$ cat config.mk
export PLATFORM = sky130hd
export DESIGN_NAME = ma_stage_flat
export DESIGN_NICKNAME = d
export VERILOG_FILES = /design/src/rtl/ma_stage_if.sv /design/src/rtl/ma_stage.sv /design/src/flat_wrapper.sv
export SDC_FILE = /design/constraint.sdc
export NUM_CORES = 1
export LEC_CHECK = 0
export CAP_MARGIN = 20
export CORE_MARGIN = 8
export CORE_UTILIZATION = 38
export DETAILED_ROUTE_END_ITERATION = 10
export PLACE_DENSITY_LB_ADDON = 0.25
export SYNTH_ARGS = -nofsm -noshare
export SYNTH_HDL_FRONTEND = slang
export SYNTH_SLANG_ARGS = --single-unit
export TNS_END_PERCENT = 30
$ cat constraint.sdc
create_clock -name clk -period 2 [get_ports clk]
set_input_delay 0.4 -clock clk [delete_from_list [all_inputs] [get_ports clk]]
set_output_delay 0.4 -clock clk [all_outputs]
set_load 0.05 [all_outputs]
$ cat src/rtl/ma_stage_if.sv
// Data-memory bus between the MA stage (master) and the memory subsystem (slave).
`timescale 1ns/1ps
interface ma_stage_if;
  logic        dmem_req;
  logic        dmem_we;
  logic [29:0] dmem_adr;
  logic [3:0]  dmem_be;
  logic [31:0] dmem_wdata;
  logic [31:0] dmem_rdata;
  logic        dmem_ack;

  modport master (
    output dmem_req, dmem_we, dmem_adr, dmem_be, dmem_wdata,
    input  dmem_rdata, dmem_ack
  );

  modport slave (
    input  dmem_req, dmem_we, dmem_adr, dmem_be, dmem_wdata,
    output dmem_rdata, dmem_ack
  );
endinterface

$ cat src/rtl/ma_stage.sv
// Memory-access stage: issues aligned loads/stores on the data bus, stalls until
// the ack, formats load data and drives the WB / WB2 forwarding registers.
`timescale 1ns/1ps
module ma_stage (
  input  logic              clk,
  input  logic              rst_n,
  input  logic              cmd_ld_ma,
  input  logic              cmd_st_ma,
  input  logic [4:0]        rd_adr_ma,
  input  logic [31:0]       rd_data_ma,
  input  logic              wbk_rd_reg_ma,
  input  logic [31:0]       st_data_ma,
  input  logic [2:0]        ldst_code_ma,
  input  logic              stall_ext,
  input  logic              rst_pipe,
  ma_stage_if.master        dmem,
  output logic              ma_stall,
  output logic [4:0]        rd_adr_wb,
  output logic [31:0]       wbk_data_wb,
  output logic              wbk_rd_reg_wb,
  output logic [4:0]        rd_adr_wb2,
  output logic [31:0]       wbk_data_wb2,
  output logic              wbk_rd_reg_wb2,
  output logic              misalign_ma
);

  typedef enum logic [1:0] {IDLE = 2'd0, BUSY = 2'd1, DONE = 2'd2} state_e;

  state_e      state_q, state_d;
  logic [31:0] ld_buf_q;
  logic [4:0]  rd_adr_wb_q, rd_adr_wb2_q;
  logic [31:0] wbk_data_wb_q, wbk_data_wb2_q;
  logic        wbk_rd_reg_wb_q, wbk_rd_reg_wb2_q, misalign_q;

  logic [1:0]  adr_lo;
  logic        is_mem, aligned, misalign, pending, busy_req, advance;
  logic [3:0]  be_c;
  logic [31:0] wdata_c, ld_fmt;
  logic [7:0]  lane_b;
  logic [15:0] lane_h;

  assign adr_lo = rd_data_ma[1:0];
  assign is_mem = cmd_ld_ma | cmd_st_ma;

  always_comb begin
    case (ldst_code_ma[1:0])
      2'b00:   aligned = 1'b1;
      2'b01:   aligned = ~adr_lo[0];
      default: aligned = (adr_lo == 2'b00);
    endcase
  end

  assign misalign = is_mem & ~aligned;
  assign pending  = is_mem & aligned & (state_q == IDLE);

  always_ff @(posedge clk or negedge rst_n) begin
    if (!rst_n)        state_q <= IDLE;
    else if (rst_pipe) state_q <= IDLE;
    else               state_q <= state_d;
  end

  always_comb begin
    state_d = state_q;
    case (state_q)
      IDLE:    if (pending)       state_d = BUSY;
      BUSY:    if (dmem.dmem_ack) state_d = DONE;
      DONE:    if (!stall_ext)    state_d = IDLE;
      default:                    state_d = IDLE;
    endcase
  end

  always_comb begin
    busy_req = 1'b0;
    case (state_q)
      IDLE:    busy_req = pending;
      BUSY:    busy_req = 1'b1;
      default: busy_req = 1'b0;
    endcase
  end

  // Gated by rst_n so the request drops the instant reset asserts, even while
  // the MA inputs still present an aligned load/store.
  assign dmem.dmem_req = busy_req & rst_n;
  assign ma_stall      = busy_req & rst_n;
  assign advance       = ~stall_ext & ~ma_stall;

  always_comb begin
    case (ldst_code_ma[1:0])
      2'b00: begin
        be_c    = 4'b0001 << adr_lo;
        wdata_c = {4{st_data_ma[7:0]}};
      end
      2'b01: begin
        be_c    = adr_lo[1] ? 4'b1100 : 4'b0011;
        wdata_c = {2{st_data_ma[15:0]}};
      end
      default: begin
        be_c    = '1;
        wdata_c = st_data_ma;
      end
    endcase
  end

  assign dmem.dmem_we    = cmd_st_ma;
  assign dmem.dmem_adr   = rd_data_ma[31:2];
  assign dmem.dmem_be    = be_c;
  assign dmem.dmem_wdata = wdata_c;

  always_comb begin
    case (adr_lo)
      2'd0:    lane_b = ld_buf_q[7:0];
      2'd1:    lane_b = ld_buf_q[15:8];
      2'd2:    lane_b = ld_buf_q[23:16];
      default: lane_b = ld_buf_q[31:24];
    endcase
    lane_h = adr_lo[1] ? ld_buf_q[31:16] : ld_buf_q[15:0];
    case (ldst_code_ma)
      3'b000:  ld_fmt = {{24{lane_b[7]}}, lane_b};
      3'b100:  ld_fmt = {24'h0, lane_b};
      3'b001:  ld_fmt = {{16{lane_h[15]}}, lane_h};
      3'b101:  ld_fmt = {16'h0, lane_h};
      default: ld_fmt = ld_buf_q;
    endcase
  end

  always_ff @(posedge clk or negedge rst_n) begin
    if (!rst_n)                                ld_buf_q <= '0;
    else if (rst_pipe)                         ld_buf_q <= '0;
    else if (state_q == BUSY && dmem.dmem_ack) ld_buf_q <= dmem.dmem_rdata;
  end

  always_ff @(posedge clk or negedge rst_n) begin
    if (!rst_n) begin
      rd_adr_wb_q      <= '0;
      wbk_data_wb_q    <= '0;
      wbk_rd_reg_wb_q  <= 1'b0;
      rd_adr_wb2_q     <= '0;
      wbk_data_wb2_q   <= '0;
      wbk_rd_reg_wb2_q <= 1'b0;
      misalign_q       <= 1'b0;
    end else if (rst_pipe) begin
      rd_adr_wb_q      <= '0;
      wbk_data_wb_q    <= '0;
      wbk_rd_reg_wb_q  <= 1'b0;
      rd_adr_wb2_q     <= '0;
      wbk_data_wb2_q   <= '0;
      wbk_rd_reg_wb2_q <= 1'b0;
      misalign_q       <= 1'b0;
    end else if (advance) begin
      rd_adr_wb_q      <= rd_adr_ma;
      wbk_data_wb_q    <= cmd_ld_ma ? ld_fmt : rd_data_ma;
      wbk_rd_reg_wb_q  <= wbk_rd_reg_ma & ~cmd_st_ma & ~misalign;
      rd_adr_wb2_q     <= rd_adr_wb_q;
      wbk_data_wb2_q   <= wbk_data_wb_q;
      wbk_rd_reg_wb2_q <= wbk_rd_reg_wb_q;
      misalign_q       <= misalign;
    end else begin
      misalign_q       <= 1'b0;
    end
  end

  assign rd_adr_wb      = rd_adr_wb_q;
  assign wbk_data_wb    = wbk_data_wb_q;
  assign wbk_rd_reg_wb  = wbk_rd_reg_wb_q;
  assign rd_adr_wb2     = rd_adr_wb2_q;
  assign wbk_data_wb2   = wbk_data_wb2_q;
  assign wbk_rd_reg_wb2 = wbk_rd_reg_wb2_q;
  assign misalign_ma    = misalign_q;

endmodule

$ cat src/flat_wrapper.sv
// flat-port wrapper written by rule: the top's interface ports become plain ports
module ma_stage_flat 
  (clk, rst_n, cmd_ld_ma, cmd_st_ma, rd_adr_ma, rd_data_ma, wbk_rd_reg_ma, st_data_ma, ldst_code_ma, stall_ext, rst_pipe, ma_stall, rd_adr_wb, wbk_data_wb, wbk_rd_reg_wb, rd_adr_wb2, wbk_data_wb2, wbk_rd_reg_wb2, misalign_ma, dmem_dmem_req, dmem_dmem_we, dmem_dmem_adr, dmem_dmem_be, dmem_dmem_wdata, dmem_dmem_rdata, dmem_dmem_ack);
  ma_stage_if dmem_i ();
  input  logic clk;
  input  logic rst_n;
  input  logic cmd_ld_ma;
  input  logic cmd_st_ma;
  input  logic [4:0] rd_adr_ma;
  input  logic [31:0] rd_data_ma;
  input  logic wbk_rd_reg_ma;
  input  logic [31:0] st_data_ma;
  input  logic [2:0] ldst_code_ma;
  input  logic stall_ext;
  input  logic rst_pipe;
  output logic ma_stall;
  output logic [4:0] rd_adr_wb;
  output logic [31:0] wbk_data_wb;
  output logic wbk_rd_reg_wb;
  output logic [4:0] rd_adr_wb2;
  output logic [31:0] wbk_data_wb2;
  output logic wbk_rd_reg_wb2;
  output logic misalign_ma;
  output wire logic [$bits(dmem_i.dmem_req)-1:0] dmem_dmem_req;
  output wire logic [$bits(dmem_i.dmem_we)-1:0] dmem_dmem_we;
  output wire logic [$bits(dmem_i.dmem_adr)-1:0] dmem_dmem_adr;
  output wire logic [$bits(dmem_i.dmem_be)-1:0] dmem_dmem_be;
  output wire logic [$bits(dmem_i.dmem_wdata)-1:0] dmem_dmem_wdata;
  input wire logic [$bits(dmem_i.dmem_rdata)-1:0] dmem_dmem_rdata;
  input wire logic [$bits(dmem_i.dmem_ack)-1:0] dmem_dmem_ack;
  assign dmem_dmem_req = dmem_i.dmem_req;
  assign dmem_dmem_we = dmem_i.dmem_we;
  assign dmem_dmem_adr = dmem_i.dmem_adr;
  assign dmem_dmem_be = dmem_i.dmem_be;
  assign dmem_dmem_wdata = dmem_i.dmem_wdata;
  assign dmem_i.dmem_rdata = dmem_dmem_rdata;
  assign dmem_i.dmem_ack = dmem_dmem_ack;
  ma_stage u_core (.clk(clk), .rst_n(rst_n), .cmd_ld_ma(cmd_ld_ma), .cmd_st_ma(cmd_st_ma), .rd_adr_ma(rd_adr_ma), .rd_data_ma(rd_data_ma), .wbk_rd_reg_ma(wbk_rd_reg_ma), .st_data_ma(st_data_ma), .ldst_code_ma(ldst_code_ma), .stall_ext(stall_ext), .rst_pipe(rst_pipe), .dmem(dmem_i), .ma_stall(ma_stall), .rd_adr_wb(rd_adr_wb), .wbk_data_wb(wbk_data_wb), .wbk_rd_reg_wb(wbk_rd_reg_wb), .rd_adr_wb2(rd_adr_wb2), .wbk_data_wb2(wbk_data_wb2), .wbk_rd_reg_wb2(wbk_rd_reg_wb2), .misalign_ma(misalign_ma));
endmodule
==> qor.txt <==
======================================================================================
Number of cells on the critical path ....................................            4
Post-synth net total ....................................................          622
Clock tree from TritonCTS ...............................................         done
Area share of the largest cell type after synthesis .....................        0.488
Final Cell Area .........................................................  0.00975 mm2
Summed instance area of the synthesized netlist .........................  0.00570 mm2
Cell at the root of the clock tree ......................................    clkbuf_16
Router iterations before antenna repair .................................            4
Cell type with the highest aggregate area in the netlist ................      dfrtp_1
Post-synthesis simple-gate area fraction ................................       0.0747
Setup-failing EPs final .................................................            0
Share of async-settable or async-resettable flops after synthesis .......         1.00
Total cell area at the placement stage ..................................  0.00902 mm2
Largest net degree at the start of global routing .......................           95
Share of post-route cells with drive strength above 1 ...................        0.302
Critical path's top delay family ........................................ compound AO/OA/AOI/OAI gates
Cell area power density .................................................   667 mW/mm2
IO Count ................................................................          258
Start-to-end type of the worst setup path ............................... flip-flop to flip-flop
Routability congestion estimate from global placement ...................        0.853
Critical path fanouts, max ..............................................           16
Post-synthesis cell type count ..........................................           45
Number of enable flip-flop cells after synthesis ........................            0
Routed vias/inst ........................................................         5.74
Overflow after GRT ......................................................            0
Top_reg_cell synth ......................................................      dfrtp_1
Warnings, synthesis .....................................................            0
# DRC ...................................................................            0
Post-synthesis to final-layout area growth ..............................        71.1%
Endpoint of the worst register-to-register path ......................... u_core.wbk_data_wb[21]
Deepest level of the CTS H-tree .........................................            3
Half-perimeter wire length of the detailed placement result .............      16.3 mm
Largest clock skew in the final design ..................................      5.63 ps
Port Buffer Count .......................................................          257
RSZ-0062 raised after global routing ....................................         true
DR vias .................................................................         5365
Worst Setup EP .......................................................... u_core.wbk_data_wb[21]
Worst reg-to-reg setup slack ............................................        30 ps
Share of the synthesized area in compound gates (AO/OA/AOI/OAI) .........        0.271
Actual transition at the worst max-transition pin .......................       570 ps
Combinational family with the most area after synthesis ................. compound AO/OA/AOI/OAI gates
Highest attainable clock frequency ......................................      507 MHz
Row Count ...............................................................           44
Worst path required time ................................................      2240 ps
Fraction of the mapped netlist area in adder cells ......................            0
CP peak stage delay .....................................................       510 ps
Final net count .........................................................          857
Synthesized area per cell ...............................................     11.2 um2
Library cell contributing the largest single delay on the critical path .       mux4_2
Residual antenna-violating net count after detailed routing .............            0
TritonCTS buffer count ..................................................            9
Reported max-cap violation count ........................................            0
Critical Path End Type ..................................................    flip-flop
Initial core utilization ................................................        0.390
Die Y ...................................................................       138 um
Post-synthesis mux area share ...........................................       0.0659
Clock slew at the register clock pins of the worst setup and hold paths .        70 ps
Tcrit/Tclk final ........................................................        0.987
Final count of hold timing violations ...................................            0
Worst relative slew slack ...............................................        0.619
Die area ................................................................   0.0192 mm2
TritonCTS sink count ....................................................          111
Final instance count without filler cells ...............................          935
Number of standard cells after synthesis ................................          510
Final slew viol count ...................................................            0
Cell Count Post-Placement ...............................................          910
Insertion delay of the later-clocked pin in the worst-skew pair .........       350 ps
Overall routed net length ...............................................      21.5 mm
Buf+Inv Stages, Crit Path ...............................................            0
Critical path launch point type .........................................    flip-flop
Largest buffer count on any clock path ..................................            2
Initial DRC count .......................................................          407
Placeable core area .....................................................   0.0146 mm2
Maximum vdd ir drop .....................................................     0.397 mV
Xor/xnor share of the synthesized area ..................................            0
Run status ..............................................................    completed
Minimum clock period after layout .......................................      1970 ps
Worst min-delay path class .............................................. primary input to asynchronous set/reset pin
Leak Pwr ................................................................      4.55 nW
Critical path origin .................................................... u_core.ld_buf_q[31]
Worst reg2reg path startpoint ........................................... u_core.ld_buf_q[31]
Depth of the worst register-to-register path ............................            4
Area contributors post-synth ............................................ dfrtp_1 (49%), a22o_1 (13%), buf_4 (5.3%)
Die width ...............................................................       138 um
Wire length of the first global-routing pass ............................      33.5 mm
Total power of the final layout .........................................      6.50 mW
Number of antenna violations at the first check in global routing .......            2
List of cells traversed by the critical path ............................ mux4_2 > and2_4 > a2111o_1 > a32o_1
Vias in the first global route ..........................................         5561
Post-synthesis sequential element count .................................          111
Critical path data arrival time .........................................      2210 ps
Sequential area share after synthesis ...................................        0.488
GR Util All Layers ......................................................        0.218
DR WL/cell ..............................................................      22.9 um
Final design utilization ................................................        0.668
======================================================================================
==> kinds of logic (layout without fill, tap and decap cells) <==
group / Yosys count / in the layout
flip-flops: 111 / 111
multiplexers: 34 / 34
buffers and inverters: 106 / 345
other: 0 / 2
AND/OR/NAND/NOR: 80 / 80
AO/OA/AOI/OAI: 179 / 179
==> layer usage <==
metal / global-route usage / vias up / routed length [um]
met4: 0.0618 / 0 / 457
met2: 0.368 / 223 / 11000
met3: 0.0575 / 33 / 1380
li1: - / 2389 / -
met5: 0 / - / 0
met1: 0.268 / 2720 / 8650
==> area by class of cell <==
cell class / instances / area (um2)
antenna: 2 / 5.00
clock buffer: 10 / 229
clock inverter: 5 / 81.3
fill: 1075 / 4840
inverter: 18 / 67.6
multi-input combinational: 293 / 2680
sequential: 111 / 2780
tap: 184 / 230
timing repair buffer: 312 / 3670
==> worst reg2reg max path: cells and delay by family (launching register included) <==
kind / cells / cell delay (ps)
flip-flops: 1 / 460
AO/OA/AOI/OAI: 2 / 670
AND/OR/NAND/NOR: 1 / 220
multiplexers: 1 / 520
==> how the worst min path moves through the flow <==
stage,from,to,slack (ps),depth (start not counted)
6_report,rst_n,u_core.wbk_data_wb[0],60,2
5_1_grt,rst_n,u_core.state_q[1],80,2
4_1_cts,rst_n,u_core.wbk_data_wb2[12],60,2
3_5_place_dp,rst_n,u_core.wbk_data_wb2[10],430,2
3_3_place_gp,rst_n,u_core.state_q[1],420,2
2_1_floorplan,rst_n,u_core.ld_buf_q[0],100,0
==> placed cells by master, fill, tap and decap left out, types with 5 or more instances in the layout <==
cell	n
o32ai_1	12
a2111oi_1	5
inv_1	18
mux2i_1	7
buf_12	61
clkbuf_16	9
mux2_4	8
clkdlybuf4s50_1	154
dlymetal6s2s_1	19
mux2_2	9
o21ai_4	11
and3_1	5
a22o_1	83
a2111o_1	16
buf_4	62
dfrtp_1	109
or2_2	18
buf_8	11
mux2i_4	6
nand2_1	9
nor2_1	23
a32o_1	18
==> per-stage QoR <==
step	hold slack (ps)	TNS, ps	worst slack, ps
after CTS	57.9	-6.64	-3.87
final	56.0	0	26.5
after detailed placement	430	-35530	-686
after global placement	419	-32530	-665
after floorplan	104	-3830	-228
after global routing	75.1	-14.4	-13.2
==> what timing repair did <==
item	4_1_cts	5_1_grt
pin swaps	2	4
hold buffers	0	0
setup buffers	8	0
setup endpoints to repair	50	50
resized for setup	59	36
gates cloned	0	0
==> synthesized netlist by cell type, types with 3 or more instances <==
master and n:
o32ai_1 12, nand2_1 9, o21ai_0 14, a2111o_1 16
a22o_1 83, mux2i_1 15, or2_2 19, buf_4 40
inv_1 18, a2111oi_0 5, and3_1 5, nor2_1 27
nor2b_1 5, a21oi_1 4, clkbuf_1 41, o211ai_1 3
a32o_1 18, a221oi_1 8, dfrtp_1 111, nand2b_1 3
buf_6 3, mux2_2 17
==> report_power, final <==
part | switching [mW] | internal, mW | leakage [nW]
sequential | 0.107 | 2.35 | 1.52
clock | 0.804 | 1.09 | 0.149
combinational | 1.20 | 0.943 | 2.88
total | 2.11 | 4.39 | 4.55
==> registers in the layout, indices dropped and copies added (netlist names) <==
name	flops
u_core.misalign_ma	1
u_core.wbk_rd_reg_wb2	1
u_core.wbk_data_wb2	32
u_core.ld_buf_q	32
u_core.state_q	2
u_core.wbk_data_wb	32
u_core.rd_adr_wb2	5
u_core.rd_adr_wb	5
u_core.wbk_rd_reg_wb	1
No activity file was read; power rests on OpenSTA's default activity.
